## src/rtl/mux_v_n_pack.sv

```systemverilog
// mux_v_n_pack: TX-side packer for the v/n symbol stream.
// v-mode packs five 6-bit symbols per word, n-mode eight 4-bit symbols,
// LSB-first. Completed words go out on a registered single-port write
// strobe; the index of the last word of a frame is reported on weight_pack.
// Optional build macro: MUX_PACK_MARK_EN stamps v-mode words with a
// final-word flag in bit31 and even parity over [29:0] in bit30.
module mux_v_n_pack #(
    parameter int RAM_W  = 32,
    parameter int ADDR_W = 10,
    parameter int V_W    = 6,
    parameter int N_W    = 4
) (
    input  logic              clk_15_o,
    input  logic              nrst,
    input  logic              cod_ce_v,
    input  logic              cod_ce_n,
    input  logic              sym_valid,
    input  logic [V_W-1:0]    sym_data,
    input  logic              sym_last,
    output logic              sym_ready,
    output logic              ram_tx_we,
    output logic [ADDR_W-1:0] ram_tx_addr,
    output logic [RAM_W-1:0]  ram_tx_data,
    output logic [ADDR_W-1:0] weight_pack,
    output logic              frame_done,
    output logic              ovf
);
    typedef enum logic [1:0] {IDLE, PACK, LAST, DONE} state_t;

    localparam int V_SLOTS = 5;
    localparam int N_SLOTS = 8;

    state_t            state, state_nxt;
    logic              mode_n_q;
    logic              full_q;     // word at the top index already written
    logic [2:0]        slot_q;
    logic [ADDR_W-1:0] idx_q;
    logic [RAM_W-1:0]  asm_q;

    logic              accept, in_idle, mode_n, word_full;
    logic [2:0]        slot;
    logic [ADDR_W-1:0] idx;
    logic [RAM_W-1:0]  base, sym_word, pk_word, wr_word;

    assign accept     = sym_valid & sym_ready;
    assign frame_done = (state == DONE);

    // Effective operands: in IDLE the frame starts fresh from the live selects.
    always_comb begin
        in_idle = (state == IDLE);
        mode_n  = in_idle ? ~cod_ce_v : mode_n_q;
        slot    = in_idle ? 3'd0 : slot_q;
        idx     = in_idle ? '0 : idx_q;
        base    = in_idle ? '0 : asm_q;
        if (mode_n)
            sym_word = RAM_W'(sym_data[N_W-1:0]) << (int'(slot) * N_W);
        else
            sym_word = RAM_W'(sym_data) << (int'(slot) * V_W);
        pk_word   = base | sym_word;
        word_full = mode_n ? (slot == 3'(N_SLOTS - 1)) : (slot == 3'(V_SLOTS - 1));
    end

    // Word as written to RAM; v-mode spare bits optionally carry mark/parity.
    always_comb begin
        wr_word = pk_word;
`ifdef MUX_PACK_MARK_EN
        if (!mode_n) begin
            wr_word[31] = sym_last;
            wr_word[30] = ^pk_word[29:0];
        end
`endif
    end

    // Next-state and handshake.
    always_comb begin
        state_nxt = state;
        sym_ready = 1'b0;
        case (state)
            IDLE: begin
                sym_ready = nrst & (cod_ce_v | cod_ce_n);
                if (sym_valid && sym_ready)
                    state_nxt = sym_last ? LAST : PACK;
            end
            PACK: begin
                sym_ready = 1'b1;
                // once the RAM is full a final symbol skips the write cycle
                if (sym_valid && sym_last)
                    state_nxt = full_q ? DONE : LAST;
            end
            LAST:    state_nxt = DONE;
            default: state_nxt = IDLE;
        endcase
    end

    // State register.
    always_ff @(posedge clk_15_o or negedge nrst) begin
        if (!nrst) state <= IDLE;
        else       state <= state_nxt;
    end

    // Assembly, write port, overflow and frame reporting.
    always_ff @(posedge clk_15_o or negedge nrst) begin
        if (!nrst) begin
            mode_n_q    <= 1'b0;
            full_q      <= 1'b0;
            slot_q      <= '0;
            idx_q       <= '0;
            asm_q       <= '0;
            ram_tx_we   <= 1'b0;
            ram_tx_addr <= '0;
            ram_tx_data <= '0;
            weight_pack <= '0;
            ovf         <= 1'b0;
        end else begin
            ram_tx_we <= 1'b0;
            if (state == LAST)
                weight_pack <= ram_tx_addr;
            if (accept) begin
                if (in_idle) begin
                    mode_n_q <= ~cod_ce_v;
                    ovf      <= 1'b0;
                    full_q   <= 1'b0;
                end
                if (full_q && !in_idle) begin
                    // past the end of RAM: drop the symbol
                    ovf <= 1'b1;
                    if (sym_last)
                        weight_pack <= '1;
                end else if (sym_last || word_full) begin
                    ram_tx_we   <= 1'b1;
                    ram_tx_addr <= idx;
                    ram_tx_data <= wr_word;
                    asm_q       <= '0;
                    slot_q      <= '0;
                    idx_q       <= idx;
                    if (!sym_last) begin
                        // hold the index at the top instead of wrapping
                        if (&idx) full_q <= 1'b1;
                        else      idx_q  <= idx + ADDR_W'(1);
                    end
                end else begin
                    asm_q  <= pk_word;
                    slot_q <= slot + 3'd1;
                    idx_q  <= idx;
                end
            end
        end
    end

endmodule

```

## config.mk

```make
export PLATFORM = sky130hd
export DESIGN_NAME = mux_v_n_pack
export DESIGN_NICKNAME = d
export VERILOG_FILES = /design/src/rtl/mux_v_n_pack.sv
export SDC_FILE = /design/constraint.sdc
export NUM_CORES = 1
export LEC_CHECK = 0
export BUFFER_PORTS_ARGS = -buffer_cell sky130_fd_sc_hd__buf_4
export CAP_MARGIN = 20
export CORE_MARGIN = 2
export CORE_UTILIZATION = 55
export CTS_BUF_LIST = sky130_fd_sc_hd__clkbuf_4 sky130_fd_sc_hd__clkbuf_8
export CTS_CLUSTER_DIAMETER = 100
export CTS_CLUSTER_SIZE = 16
export DETAILED_ROUTE_END_ITERATION = 8
export GPL_ROUTABILITY_DRIVEN = 0
export GPL_TIMING_DRIVEN = 0
export PLACE_DENSITY = 0.91
export SLEW_MARGIN = 5
export SYNTH_ARGS = -nofsm -noshare
export SYNTH_HDL_FRONTEND = slang
export SYNTH_SLANG_ARGS = --single-unit
export TNS_END_PERCENT = 10
```

## constraint.sdc

```tcl
create_clock -name clk_15_o -period 3.4 [get_ports clk_15_o]
set_input_delay 0.51 -clock clk_15_o [delete_from_list [all_inputs] [get_ports clk_15_o]]
set_output_delay 0.51 -clock clk_15_o [all_outputs]
set_load 0.02 [all_outputs]
```

==> impl_metrics.yaml <==
worst_setup_path:
  reg2regPathDepth: 15
  path_class: "reg -> reg"
  crit_fanout: 10
  crit_path_start_kind: "flop"
  worstPathArrival_ps: 3580
  crit_path_end_kind: "flop"
  cp.required_ps: 3700
clocking:
  htreeDepth: 3
  clock_buffer_depth: 2
  cts.sink_count: 103
  clk_root_buffer_cell: "clkbuf_8"
  numCtsBuffers: 9
  clk_transition_reported_paths_ps: 110
  cts_tree: "built"
  clock_latency_of_the_later_clocked_register_in_the_worst_skew_pair_ps: 380
  cts-hold-fix-buffers: 0
sta:
  maxSlewHeadroom_pct: 47.4
  final_max_slew_viol_count: 0
  final_hold_viol_count: 0
  finalSetupViolCount: 0
  finalWorstPathRequiredPeriod_ps: 3280
  worst_pin_slew_ps: 789
  fmaxAchievable_mhz: 305
  grt_setup_unrepaired: "false"
  timing.clock.skew_ps: 11.6
  final.period_utilization_pct: 96.5
  post-route-worst-setup-slack_ps: 118
layout:
  layout.cells.most_common: "dfrtp_1"
  mostFrequentLayoutCells: "103 x dfrtp_1, 96 x nand2_1, 71 x buf_4"
  area.growth.synth_to_final_pct: 17.9
  antenna_cells: 0
  ratio_of_cells_with_drive_above_1_in_the_final_layout_pct: 22.2
  num-nets-final: 665
  layoutNonFillerInstCount: 785
  fillers: 752
yosys:
  synth_top_family_by_area: "compound AO/OA/AOI/OAI gates"
  post-synth-top-area-fraction_pct: 46.9
  synthTopCellsByArea: "dfrtp_1 47%, nand2_1 6.6%, o21ai_0 3.7%, a22o_1 3.5%, mux2i_1 2.6%"
  syn_area_sq_um: 5490
  share_of_the_synthesized_area_in_compound_gates_ao_oa_aoi_oai_pct: 22.2
  count_of_flip_flops_with_a_built_in_enable_after_synthesis: 0
  synthAdderAreaFrac_pct: 1.37
  yosysWarningCount: 0
  synth_xor_area_share_pct: 0.957
  synth_top_cell_by_area: "dfrtp_1"
  postSynth.asyncResetShare_pct: 100
  synthCells: 565
  synth_area_per_inst_sq_um: 9.72
  simple_gate_share_of_the_synthesized_area_pct: 17.1
  yosys_register_bits: 103
  post_synth_mux_area_share_pct: 6.85
  synth.yosys.seq_area_share_pct: 46.9
  synthesis.nets: 583
  synth_top_flop_cell: "dfrtp_1"
  synth.distinct_cells: 72
run:
  cap_viol_max_count: 0
pwr:
  combinationalPowerShare_pct: 52.7
  switching_share_pct: 44.7
  power_dens_cells_nw_per_um2: 806
  intPower_uw: 2890
  ir_worst_vdd_v: 0.000574
  power.share.clock_pct: 15.8
  pwr-share-seq_pct: 31.5
  power.net_switching_uw: 2340
  leakage_power_total_uw: 0.00301
global_route:
  grt_pass1_vias: 4921
  globalRouteOverflowTotal: 0
  gr-usage-all-layers_pct: 28.1
  grt_start_max_net_pins: 71
  grt_antenna_before_repair: 0
  global_route_wire_length_before_repair_mm: 24.7
floorplanning:
  core_area_sq_um: 9730
  initial_core_util_pct: 56.5
  die_footprint_sq_um: 10800
  die_height_microns: 104
  die_x_microns: 104
  rows: 36
  io_pins: 68
run_status:
  run_status: "completed"
route:
  drt-wirelength-per-cell_microns: 19.5
  dr_vias_cell: 6.56
  drt_first_pass_iters: 7
  starting_drt_drc_count: 628
  drt.antenna.violating_nets: 0
  post-route-drc-count: 0
  dr_total_vias: 5148
  detailed_route_wire_length_mm: 15.3
worst_hold_path:
  worstHoldPathType: "in -> async"
placed_design:
  place_ws_ps: -659
  dp_cells: 766
  buffer_ports.inserted: 67
  place.detailed.hpwl_mm: 10.6
## kinds of logic (layout without fill, tap and decap cells)
family	Yosys count	count (layout)
AOI/OAI and AO/OA	173	173
muxes	35	35
and+or+nand+nor	189	189
xor gates and xnor gates	6	6
adders and majority gates	6	6
buffers and inverters	53	140
DFF	103	103
## Yosys cell counts, drive strengths merged (5+ instances only)
cell and instances:
mux2 21, nand3b 5, nand3 9, o21ai 54, a31oi 8, nand2 96, o211ai 5, nand2b 7
a22o 22, mux2i 14, a22oi 11, nor2 20, o22ai 5, a21oi 17, buf 24, o221ai 5
and2 5, dfrtp 103, nor3 7, and3 5, a2bb2oi 5, inv 11, nor2b 8, clkbuf 18
a32o 5, ha 6, a211oi 6
## power by group through the flow
| stage | Sequential (uW) | Combinational [uW] | Clock, uW |
|---|---|---|---|
| floorplan | 1780 | 1600 | 0 |
| global placement | 1640 | 2430 | 0 |
| detailed placement | 1650 | 2530 | 0 |
| CTS | 1640 | 2630 | 832 |
| global route | 1670 | 2910 | 876 |
| finish | 1640 | 2750 | 825 |
## cell type report
type	count	area, sq um	area share [%]
well taps	133	166	2.57
clock buffers	9	124	1.91
multi-input cells	409	2690	41.6
clock inverters	7	87.6	1.35
flip-flops and latches	103	2580	39.8
plain buffers	42	239	3.69
repair buffers	71	551	8.50
inverters	11	41.3	0.637
## critical path, stage by stage, from the launching register on
cell,delay (ps)
dfrtp_1,430
inv_2,100
ha_4,170
buf_6,160
buf_6,170
buf_6,170
buf_8,160
nor2_1,60
ha_1,180
buf_2,170
or3b_4,400
a211oi_4,320
buf_6,170
a2bb2oi_1,250
a221oi_1,110
o21ai_0,190
## flip-flops by register name, summed over array words and instances, names as in the netlist
register and flops:
full_q 1, ram_tx_addr 10, mode_n_q 1, state 2, idx_q 10, asm_q 32, ovf 1, slot_q 3
ram_tx_we 1, ram_tx_data 32, weight_pack 10
## worst paths after layout
kind | start | endpoint | slack (ps)
max | state[0] | ram_tx_data[26] | 120
min | nrst | state[0] | 80
max reg2reg | state[0] | ram_tx_data[26] | 120
min reg2reg | asm_q[26] | asm_q[26] | 500
max in group asynchronous | nrst | asm_q[17] | 2610
min in group clk_15_o | cod_ce_v | mode_n_q | 420
## metrics by stage
step           area, sq um  util (%)  setup TNS [ps]  hold slack, ps  total power (uW)
3_5_place_dp          6190      63.6          -31780             477              4180
5_1_grt               6480      66.6               0             116              5450
4_1_cts               6460      66.4               0            88.3              5100
3_3_place_gp          6160      63.3          -24040             466              4070
2_1_floorplan         5490         -               0             214              3370
6_report              6480      66.6               0            79.6              5220
## layer usage
metal	GRT usage [%]	share of wire (%)	vias to the layer above
li1	-	-	2240
met1	35.5	38	2418
met2	46.7	47	387
met3	5.01	9.5	103
met4	14.1	4.9	0
met5	0	0	-
## repair_timing
item,4_1_cts,5_1_grt
cloned,1,0
setup endpoints to repair,64,47
pin swaps,1,2
setup buffers,1,1
gates resized for setup,15,8
No activity file was read; power rests on OpenSTA's default activity.
